File: src/rtl/operand_fwd_ctrl.sv
// operand_fwd_ctrl: operand mux select, load-use stall and stall counter for the execute stage
module operand_fwd_ctrl #(
    parameter int CNT_W = 8
) (
    input  logic             clk,
    input  logic             rst,
    input  logic             id_valid,
    input  logic [2:0]       id_src,
    input  logic             id_use_imm,
    input  logic             id_wr,
    input  logic [2:0]       id_dst,
    input  logic             id_is_load,
    input  logic             flush,
    output logic [1:0]       sel,
    output logic             stall,
    output logic             ex_valid,
    output logic             mem_valid,
    output logic [CNT_W-1:0] stall_count
);
    logic             ex_valid_q, ex_valid_d, ex_load_q, ex_load_d, mem_valid_q, mem_valid_d;
    logic [2:0]       ex_dst_q, ex_dst_d, mem_dst_q, mem_dst_d;
    logic [CNT_W-1:0] cnt_q, cnt_d;
    logic             ex_hit, mem_hit, bubble;

    // r0 is hardwired to zero, so a zero source never matches a writer
    always_comb begin
        ex_hit      = ex_valid_q && id_src != 3'd0 && ex_dst_q == id_src;
        mem_hit     = mem_valid_q && id_src != 3'd0 && mem_dst_q == id_src;
        stall       = id_valid && !id_use_imm && ex_hit && ex_load_q && !flush;
        sel         = id_use_imm ? 2'd3 : stall ? 2'd0 : (ex_hit && !ex_load_q) ? 2'd1 : mem_hit ? 2'd2 : 2'd0;
        bubble      = flush || stall;
        ex_valid_d  = bubble ? 1'b0 : id_valid && id_wr;
        ex_dst_d    = bubble ? ex_dst_q : id_dst;
        ex_load_d   = bubble ? ex_load_q : id_is_load;
        mem_valid_d = ex_valid_q;
        mem_dst_d   = ex_dst_q;
        cnt_d       = (stall && cnt_q != {CNT_W{1'b1}}) ? cnt_q + CNT_W'(1) : cnt_q;
    end

    always_ff @(posedge clk or posedge rst) begin
        if (rst) begin
            ex_valid_q  <= 1'b0;
            ex_dst_q    <= 3'd0;
            ex_load_q   <= 1'b0;
            mem_valid_q <= 1'b0;
            mem_dst_q   <= 3'd0;
            cnt_q       <= '0;
        end else begin
            ex_valid_q  <= ex_valid_d;
            ex_dst_q    <= ex_dst_d;
            ex_load_q   <= ex_load_d;
            mem_valid_q <= mem_valid_d;
            mem_dst_q   <= mem_dst_d;
            cnt_q       <= cnt_d;
        end
    end

    assign ex_valid    = ex_valid_q;
    assign mem_valid   = mem_valid_q;
    assign stall_count = cnt_q;
endmodule

File: config.mk
export PLATFORM = sky130hd
export DESIGN_NAME = operand_fwd_ctrl
export DESIGN_NICKNAME = d
export VERILOG_FILES = /design/src/rtl/operand_fwd_ctrl.sv
export SDC_FILE = /design/constraint.sdc
export NUM_CORES = 1
export LEC_CHECK = 0
export BUFFER_PORTS_ARGS = -buffer_cell sky130_fd_sc_hd__buf_2
export CAP_MARGIN = 15
export CORE_MARGIN = 2
export CORE_UTILIZATION = 52
export DETAILED_ROUTE_END_ITERATION = 7
export PLACE_DENSITY = 0.9
export RECOVER_POWER = 100
export REMOVE_ABC_BUFFERS = 1
export SYNTH_ARGS = -nofsm -noshare
export SYNTH_HDL_FRONTEND = slang
export SYNTH_SLANG_ARGS = --single-unit
File: constraint.sdc
create_clock -name clk -period 4.2 [get_ports clk]
set_input_delay 0.63 -clock clk [delete_from_list [all_inputs] [get_ports clk]]
set_output_delay 0.63 -clock clk [all_outputs]
set_load 0.005 [all_outputs]
==> impl_results.html, run 1 <==
<table>
<tr><th>Metric</th><th>Value</th></tr>
<tr><th colspan="2">CTS</th></tr>
<tr><td>Buffers inserted during post-CTS setup optimization</td><td>0</td></tr>
<tr><td>Total number of H-tree levels</td><td>1</td></tr>
<tr><td>Clock slew at reported path FFs</td><td>approximately 100 ps</td></tr>
<tr><td>Root cell of the clock tree</td><td>clkbuf_4</td></tr>
<tr><td>Total of cells resized after clock tree synthesis</td><td>0</td></tr>
<tr><td>Sinks on the clock net</td><td>17</td></tr>
<tr><td>Post-cts hold buffer count</td><td>0</td></tr>
<tr><td>Clock buffer count from CTS</td><td>3</td></tr>
<tr><td>Clock buffer depth</td><td>2</td></tr>
<tr><td>Worst-Skew Late Latency</td><td>~280 ps</td></tr>
<tr><td>Clock tree from TritonCTS</td><td>done</td></tr>
<tr><th colspan="2">Worst hold path</th></tr>
<tr><td>Hold Path Class</td><td>in2async</td></tr>
<tr><th colspan="2">Yosys</th></tr>
<tr><td>Synth Area per Inst</td><td>11.31 µm²</td></tr>
<tr><td>Synthesized instance count</td><td>75</td></tr>
<tr><td>Synth Warn #</td><td>0</td></tr>
<tr><td>Sequential share of the synthesized area</td><td>50.15%</td></tr>
<tr><td>Number of distinct standard cells referenced by the synthesized netlist</td><td>29</td></tr>
<tr><td>Cell Area, Synth</td><td>about 850 µm²</td></tr>
<tr><td>Number of register bits inferred by synthesis</td><td>17</td></tr>
<tr><th colspan="2">Timing</th></tr>
<tr><td>Least-Margin Pin Slew</td><td>628.8 ps</td></tr>
<tr><td>Hold Fails Final Rpt</td><td>0</td></tr>
<tr><td>Slew Limit Fails</td><td>0</td></tr>
<tr><td>Final worst clock skew</td><td>~9.6 ps</td></tr>
<tr><td>Setup TNS</td><td>0 ps</td></tr>
<tr><td>Slew margin rel.</td><td>58.03%</td></tr>
<tr><td>Period Utilization, post-route</td><td>a little over two thirds</td></tr>
<tr><td>Unrepaired setup endpoints after global routing</td><td>false</td></tr>
<tr><td>Setup violation total in the final timing report</td><td>0</td></tr>
<tr><td>Top achievable clock speed</td><td>between 300 and 400 MHz</td></tr>
<tr><td>Minimum clock period after layout</td><td>2927 ps</td></tr>
<tr><th colspan="2">Place</th></tr>
<tr><td>Number of buffers added on ports</td><td>25</td></tr>
<tr><td>Placer Congestion</td><td>0.8393</td></tr>
<tr><td>Instance area at placement</td><td>993.5 µm²</td></tr>
<tr><td>Final HPWL DP</td><td>1.328 mm</td></tr>
<tr><th colspan="2">Critical path</th></tr>
<tr><td>Data required time of the worst path</td><td>~3600 ps</td></tr>
<tr><td>Critical Path Sink Type</td><td>output port</td></tr>
<tr><td>Peak fanout along the critical path</td><td>7</td></tr>
<tr><td>Crit path top cell by count</td><td>buf_2</td></tr>
<tr><td>Worst Setup Start Kind</td><td>input port</td></tr>
<tr><td>Peak per-stage delay on the critical path</td><td>around 360 ps</td></tr>
<tr><td>Critical-path cell list</td><td>buf_2, or3b_1, a211oi_1, o2111ai_1, clkinvlp_2, a41oi_1, a21o_1, buf_2</td></tr>
<tr><td>Crit path max-delay family</td><td>compound AO/OA/AOI/OAI gates</td></tr>
<tr><td>Highest-delay cell along the critical path</td><td>or3b_1</td></tr>
<tr><td>Arrival time reported for the critical path endpoint</td><td>2300 ps</td></tr>
<tr><td>CP Class</td><td>in2out</td></tr>
<tr><td>Sum of buffers and inverters on the critical path</td><td>3</td></tr>
<tr><th colspan="2">Power and ir drop</th></tr>
<tr><td>Pwr per Cell Area</td><td>298.8 nW/µm²</td></tr>
<tr><td>Sequential share of power</td><td>59.7%</td></tr>
<tr><td>Maximum vdd drop</td><td>0.1608 mV</td></tr>
<tr><td>Switching share of power</td><td>about 25%</td></tr>
<tr><td>Proportion of power drawn by combinational gates</td><td>a little under an eighth</td></tr>
<tr><td>Overall power consumption</td><td>0.0002991 W</td></tr>
<tr><td>Internal power contribution</td><td>0.0002243 W</td></tr>
<tr><td>Pleak</td><td>0.5097 nW</td></tr>
<tr><td>Switching power summed over all nets</td><td>0.00007475 W</td></tr>
<tr><td>Fraction of power consumed by the clock network</td><td>28.4%</td></tr>
<tr><th colspan="2">Floorplan</th></tr>
<tr><td>Initial cell density of the core</td><td>roughly 56%</td></tr>
<tr><td>Core region area</td><td>1524 µm²</td></tr>
<tr><td>Die Y-Extent</td><td>approximately 44 µm</td></tr>
<tr><td>Number of placed I/O pins</td><td>26</td></tr>
<tr><td>Die ar.</td><td>1970 µm²</td></tr>
<tr><td>Die X-Extent</td><td>44.39 µm</td></tr>
<tr><td>Placement Rows</td><td>14</td></tr>
<tr><th colspan="2">Global routing</th></tr>
<tr><td>Largest net degree at the start of global routing</td><td>18</td></tr>
<tr><td>Wire length of the first global-routing pass</td><td>2.925 mm</td></tr>
<tr><td>Vias in the first global route</td><td>679</td></tr>
<tr><td>Remaining Overflow, GRT</td><td>0</td></tr>
<tr><td>Total track usage</td><td>about a fifth</td></tr>
<tr><td>Number of antenna violations at the first check in global routing</td><td>0</td></tr>
<tr><th colspan="2">Routing</th></tr>
<tr><td>Number of DRC violations after detailed-routing iteration 0</td><td>15</td></tr>
<tr><td>Routed Antenna Nets</td><td>0</td></tr>
<tr><td>First-pass detailed-route iteration total</td><td>4</td></tr>
<tr><td>Number of vias after detailed routing</td><td>697</td></tr>
<tr><td>Routed length per instance</td><td>14.51 µm</td></tr>
<tr><td>Remaining routing DRC violations</td><td>0</td></tr>
<tr><td>Routed Wire Length</td><td>1.741 mm</td></tr>
<tr><td>Average vias per placed instance</td><td>5.808</td></tr>
<tr><th colspan="2">Finish</th></tr>
<tr><td>Fraction of final layout cells sized beyond drive strength 1</td><td>29.81%</td></tr>
<tr><td>Filler cell count</td><td>143</td></tr>
<tr><td>Number of nets at the end of the flow</td><td>119</td></tr>
<tr><td>Finished Cell Area</td><td>around 1000 µm²</td></tr>
<tr><td>Final design utilization</td><td>65.68%</td></tr>
<tr><td>Number of antenna diodes</td><td>0</td></tr>
<tr><td>Area growth from synthesis to layout</td><td>17.99%</td></tr>
<tr><td>Most common cell after layout, fill and taps aside</td><td>buf_2</td></tr>
<tr><td>Most frequent cells in the layout</td><td>buf_2, dfrtp_1, nand2_1, xnor2_1</td></tr>
<tr><th colspan="2">Status</th></tr>
<tr><td>Outcome</td><td>complete, no violations</td></tr>
<tr><th colspan="2">Job</th></tr>
<tr><td>Max-capacitance violation count</td><td>0</td></tr>
</table>
## cell families after synthesis
kind of cell	after synthesis	share of synthesized area (%)
AOI/OAI and AO/OA	12	11.65
DFF	17	50.15
xor gates and xnor gates	8	8.260
adders and majority gates	1	1.475
muxes	6	7.817
and+or+nand+nor	27	18.73
buffers and inverters	4	1.917
## power by group through the flow
| stage | clock network [W] | registers (W) | logic [W] |
|---|---|---|---|
| 4_1_cts | 0.0000874 | 0.000179 | 0.0000372 |
| 2_1_floorplan | 0 | 0.000180 | 0.0000226 |
| 3_3_place_gp | 0 | 0.000182 | 0.0000354 |
| 6_report | 0.0000851 | 0.000179 | 0.0000355 |
| 3_5_place_dp | 0 | 0.000182 | 0.0000370 |
| 5_1_grt | 0.0000937 | 0.000180 | 0.0000398 |
## cell usage after synthesis
master     number  area (µm²)
a41o_1          1       10.01
nand2_1         5       18.77
o2111ai_2       1       15.01
clkinv_2        1       5.000
a211oi_2        1       12.51
a21o_1          1       7.510
inv_1           3       11.26
o21ai_2         1       8.760
xor2_1          3       26.28
dfrtp_1        17       425.4
a41oi_1         2       17.52
xnor2_1         5       43.79
mux2i_1         1       10.01
ha_1            1       12.51
nor3_1          2       10.01
and4b_1         1       10.01
mux2_1          2       22.52
mux2_2          3       33.78
or2_2           2       12.51
nand2b_1        1       6.260
nor4b_1         1       8.760
nor3b_1         2       15.01
nand4_1         4       25.02
a21oi_1         4       20.02
nor2_1          1       3.750
nand3_1         3       15.01
or3b_1          1       8.760
o31ai_1         1       7.510
and3_1          4       25.02
## area by class of cell
| class | instances | area, µm² | share of cell area [%] |
|---|---|---|---|
| multi-input combinational | 54 | 391.6 | 39.13 |
| clock inverter | 1 | 5.005 | 0.5000 |
| sequential | 17 | 425.4 | 42.50 |
| tap | 16 | 20.02 | 2.000 |
| clock buffer | 3 | 22.52 | 2.250 |
| inverter | 4 | 16.27 | 1.625 |
| timing repair buffer | 25 | 120.1 | 12.00 |
## worst register-to-register path: stages, from the launching register on
cell and delay (ps):
dfrtp_1 420, or3b_1 390, a211oi_1 290, o2111ai_1 230, clkinvlp_2 270, o21ai_0 200, mux2_1 350
## state kept, by name, indices dropped and copies added (netlist names)
signal	cells
stall_count	8
ex_valid	1
mem_dst_q	3
ex_load_q	1
mem_valid	1
ex_dst_q	3
## layer usage
| layer | vias up | share of wire, % | wire length (µm) | global-route usage, % |
|---|---|---|---|---|
| met5 | - | 0 | 0 | 0 |
| met4 | 0 | 0.57 | 10 | 5.455 |
| met3 | 2 | 4.5 | 79 | 2.449 |
| met2 | 23 | 53 | 922 | 36.76 |
| met1 | 337 | 42 | 728 | 25.13 |
| li1 | 335 | - | - | - |
## path summary, 6_finish.rpt
check / end / cells after the start / slack (ps) / start
max: sel[1] / 8 / 1270 / id_src[2]
min: ex_dst_q[0]$_DFFE_PP0N_ / 2 / 400 / rst
max reg2reg: stall_count[1]$_DFFE_PP0P_ / 6 / 1950 / ex_dst_q[1]$_DFFE_PP0N_
min reg2reg: mem_dst_q[2]$_DFF_PP0_ / 0 / 430 / ex_dst_q[2]$_DFFE_PP0N_
max in group asynchronous: mem_dst_q[0]$_DFF_PP0_ / 2 / 3380 / rst
min in group clk: mem_dst_q[2]$_DFF_PP0_ / 0 / 430 / ex_dst_q[2]$_DFFE_PP0N_
## stage by stage
step                      cells  hold WS (ps)  setup slack, ps
after global placement      116         409.2             1506
after global routing        120         459.9             1091
after CTS                   120         429.3             1451
after floorplan              75         389.3             1789
final                       120         403.8             1273
after detailed placement    116         406.4             1460
(Power assumes the default switching activity.)
==> run 2, diff against run 1 <==
Settings changed: ABC_AREA from default to 1, CORE_UTILIZATION 52 to 46, PLACE_DENSITY 0.9 to 0.82.
Clock period 4.2 ns to 2.55 ns, I/O delays scaled along.
==> run 2 against run 1 <==
Power increased by 69%. Cell count increased by 51%. Clock skew decreased by 8.3 ps. Global-route usage decreased by 3.1 points. Combinational power increased by 100%. Count of clock-buffer cells in the layout increased by 1. Flip-flop and latch count unchanged. Non-clock buffer count unchanged. Critical path depth decreased by 1. Via count increased by 28%. Critical endpoint is now stall. Largest power group unchanged. Highest routed layer unchanged.
==> impl_results.html, run 2 <==
<table>
<tr><th>Metric</th><th>Value</th></tr>
<tr><th colspan="2">Status</th></tr>
<tr><td>Outcome</td><td>complete, no violations</td></tr>
<tr><th colspan="2">Timing</th></tr>
<tr><td>Unrepaired setup endpoints after global routing</td><td>false</td></tr>
<tr><td>Hold Fails Final Rpt</td><td>0</td></tr>
<tr><td>Minimum setup slack in the final design</td><td>464.3 ps</td></tr>
<tr><td>Minimum clock period after layout</td><td>2086 ps</td></tr>
<tr><td>Slew margin rel.</td><td>55.97%</td></tr>
<tr><td>Final worst clock skew</td><td>1.288 ps</td></tr>
<tr><td>Least-Margin Pin Slew</td><td>about 660 ps</td></tr>
<tr><td>Period Utilization, post-route</td><td>81.79%</td></tr>
<tr><td>Top achievable clock speed</td><td>around 480 MHz</td></tr>
<tr><td>Setup violation total in the final timing report</td><td>0</td></tr>
<tr><td>Slew Limit Fails</td><td>0</td></tr>
<tr><td>Setup TNS</td><td>0 ps</td></tr>
<tr><th colspan="2">Yosys</th></tr>
<tr><td>Proportion of synthesized flip-flops having asynchronous set or reset</td><td>100.0%</td></tr>
<tr><td>Sequential share of the synthesized area</td><td>between 40% and 50%</td></tr>
<tr><td>EDFF count, synth</td><td>0</td></tr>
<tr><td>Synth area leader</td><td>dfrtp_1</td></tr>
<tr><td>Synth Warn #</td><td>0</td></tr>
<tr><td>Number of register bits inferred by synthesis</td><td>17</td></tr>
<tr><td>Most frequent cells after synthesis</td><td>nand2_1, dfrtp_1, nand3_1</td></tr>
<tr><td>Top_reg_cell synth</td><td>dfrtp_1</td></tr>
<tr><td>Portion of synthesized cell area occupied by the leading cell type</td><td>41.51%</td></tr>
<tr><td>Cell types occupying the most area after synthesis</td><td>dfrtp_1, nand2_1, nand3_1, xor2_1, inv_1</td></tr>
<tr><td>Count leader, synth</td><td>nand2_1</td></tr>
<tr><td>Synthesized instance count</td><td>124</td></tr>
<tr><td>Synth Area per Inst</td><td>8.264 µm²</td></tr>
<tr><td>Cell Area, Synth</td><td>1025 µm²</td></tr>
<tr><td>Number of distinct standard cells referenced by the synthesized netlist</td><td>20</td></tr>
<tr><th colspan="2">Floorplan</th></tr>
<tr><td>Die Y-Extent</td><td>a little over 50 µm</td></tr>
<tr><td>Placement Rows</td><td>17</td></tr>
<tr><td>Initial cell density of the core</td><td>a little under half</td></tr>
<tr><td>Die ar.</td><td>2621 µm²</td></tr>
<tr><td>Die X-Extent</td><td>51.20 µm</td></tr>
<tr><td>Core region area</td><td>2148 µm²</td></tr>
<tr><td>Number of placed I/O pins</td><td>26</td></tr>
<tr><th colspan="2">Place</th></tr>
<tr><td>Placer Congestion</td><td>between 0.8 and 0.9</td></tr>
<tr><td>Final HPWL DP</td><td>between 1.5 and 2 mm</td></tr>
<tr><td>Setup slack after placement</td><td>862.7 ps</td></tr>
<tr><td>Number of buffers added on ports</td><td>25</td></tr>
<tr><th colspan="2">Finish</th></tr>
<tr><td>Area of the multi-input gates</td><td>511.7 µm²</td></tr>
<tr><td>Number of nets at the end of the flow</td><td>168</td></tr>
<tr><td>Fraction of final layout cells sized beyond drive strength 1</td><td>26.14%</td></tr>
<tr><td>Filler cell count</td><td>around 210</td></tr>
<tr><td>Final design utilization</td><td>around 55%</td></tr>
<tr><td>Most common cell after layout, fill and taps aside</td><td>nand2_1</td></tr>
<tr><td>Largest register FFs</td><td>8</td></tr>
<tr><td>Flip-flop and latch area</td><td>425.4 µm²</td></tr>
<tr><td>Most frequent cells in the layout</td><td>nand2_1, buf_2, nand3_1</td></tr>
<tr><td>Area growth from synthesis to layout</td><td>15.26%</td></tr>
<tr><td>Number of antenna diodes</td><td>0</td></tr>
<tr><th colspan="2">Global routing</th></tr>
<tr><td>Wire length of the first global-routing pass</td><td>between 3 and 4 mm</td></tr>
<tr><td>Total track usage</td><td>17.09%</td></tr>
<tr><td>Remaining Overflow, GRT</td><td>0</td></tr>
<tr><td>Vias in the first global route</td><td>819</td></tr>
<tr><td>Number of antenna violations at the first check in global routing</td><td>0</td></tr>
<tr><td>Largest net degree at the start of global routing</td><td>18</td></tr>
<tr><th colspan="2">Critical path</th></tr>
<tr><td>Critical Path Sink Type</td><td>output port</td></tr>
<tr><td>Peak per-stage delay on the critical path</td><td>roughly 430 ps</td></tr>
<tr><td>Crit path max-delay family</td><td>simple AND/OR/NAND/NOR gates</td></tr>
<tr><td>CP Class</td><td>reg2out</td></tr>
<tr><td>Data required time of the worst path</td><td>2170 ps</td></tr>
<tr><td>Crit path top cell by count</td><td>nand3_1</td></tr>
<tr><td>Peak fanout along the critical path</td><td>9</td></tr>
<tr><td>Highest-delay cell along the critical path</td><td>dfrtp_1</td></tr>
<tr><td>Worst Setup Start Kind</td><td>flip-flop</td></tr>
<tr><td>Sum of buffers and inverters on the critical path</td><td>2</td></tr>
<tr><td>Arrival time reported for the critical path endpoint</td><td>about 1700 ps</td></tr>
<tr><td>Critical-path cell list</td><td>inv_1, nand2_1, nand3_1, nor2_4, nand3_1, nor2_8, buf_2</td></tr>
<tr><th colspan="2">Power and ir drop</th></tr>
<tr><td>Pwr per Cell Area</td><td>427.4 nW/µm²</td></tr>
<tr><td>Pleak</td><td>0.6977 nW</td></tr>
<tr><td>Overall power consumption</td><td>0.0005049 W</td></tr>
<tr><td>Maximum vdd drop</td><td>0.3222 mV</td></tr>
<tr><th colspan="2">CTS</th></tr>
<tr><td>Clock buffer count from CTS</td><td>3</td></tr>
<tr><td>Total number of H-tree levels</td><td>1</td></tr>
<tr><td>Clock tree from TritonCTS</td><td>done</td></tr>
<tr><td>Clock slew at reported path FFs</td><td>about 90 ps</td></tr>
<tr><td>Post-cts hold buffer count</td><td>0</td></tr>
<tr><td>Clock buffer depth</td><td>2</td></tr>
<tr><td>Sinks on the clock net</td><td>17</td></tr>
<tr><td>Root cell of the clock tree</td><td>clkbuf_4</td></tr>
<tr><td>Total of cells resized after clock tree synthesis</td><td>0</td></tr>
<tr><td>Worst-Skew Late Latency</td><td>about 280 ps</td></tr>
<tr><td>Buffers inserted during post-CTS setup optimization</td><td>0</td></tr>
<tr><th colspan="2">Worst hold path</th></tr>
<tr><td>Hold Path Class</td><td>in2async</td></tr>
<tr><th colspan="2">Routing</th></tr>
<tr><td>Remaining routing DRC violations</td><td>0</td></tr>
<tr><td>Average vias per placed instance</td><td>4.934</td></tr>
<tr><td>Number of DRC violations after detailed-routing iteration 0</td><td>13</td></tr>
<tr><td>First-pass detailed-route iteration total</td><td>4</td></tr>
<tr><td>Number of vias after detailed routing</td><td>893</td></tr>
<tr><td>Routed Wire Length</td><td>2.033 mm</td></tr>
<tr><td>Routed length per instance</td><td>11.23 µm</td></tr>
<tr><td>Routed Antenna Nets</td><td>0</td></tr>
<tr><th colspan="2">Job</th></tr>
<tr><td>Max-capacitance violation count</td><td>0</td></tr>
</table>
==> run 2: cell count changes in the layout (fill, tap and decap cells not counted), moves of 4 or more <==
| cell | delta |
|---|---|
| nand3_1 | +15 |
| nand4_1 | -4 |
| nor2_1 | +6 |
| nand2_1 | +37 |
| inv_1 | +10 |
| and3_1 | -4 |
==> run 2: through the flow <==
step           instance area, µm²  cells  hold slack (ps)
5_1_grt                      1181    181            235.6
2_1_floorplan                1025    124            308.6
3_5_place_dp                 1185    177            420.4
3_3_place_gp                 1185    177            413.6
6_report                     1181    181            178.6
4_1_cts                      1211    181            196.0
==> run 2: routing by layer <==
layer / vias up / wire length, µm / GRT usage, %
met1: 427 / 860 / 20.00
met5: - / 0 / 0
li1: 447 / - / -
met2: 17 / 1061 / 30.30
met4: 0 / 10 / 6.757
met3: 2 / 100 / 3.509
==> run 2: path summary, 6_finish.rpt <==
| check | start | endpoint | slack [ps] | cells after the start |
|---|---|---|---|---|
| worst max-delay path | ex_dst_q[0]$_DFFE_PP0N_ | stall | 460 | 7 |
| worst min-delay path | rst | stall_count[0]$_DFFE_PP0P_ | 180 | 2 |
| worst max register to register | ex_dst_q[0]$_DFFE_PP0N_ | stall_count[2]$_DFFE_PP0P_ | 1050 | 8 |
| worst min register to register | ex_dst_q[2]$_DFFE_PP0N_ | mem_dst_q[2]$_DFF_PP0_ | 440 | 0 |
| max in group asynchronous | rst | ex_valid$_DFF_PP0_ | 1950 | 2 |
| min in group clk | id_wr | ex_valid$_DFF_PP0_ | 320 | 3 |
==> run 2: power breakdown <==
part	internal [W]	switching, W
logic	0.0000282	0.0000441
clock network	0.0000606	0.0000790
registers	0.000282	0.0000110
==> run 2: area by class of cell <==
cell class	instances	area share [%]
timing repair buffer	25	10.38
clock buffer	4	2.225
multi-input combinational	91	43.33
inverter	16	5.085
sequential	17	36.02
tap	28	2.966
==> run 2: cells by family after synthesis <==
kind of cell	share of synthesized area, %
AO/OA/AOI/OAI	0.9759
AND/OR/NAND/NOR	43.59
adder cells (fa/ha/maj)	1.221
buffers and inverters	5.861
XOR/XNOR	6.838
flip-flops	41.51
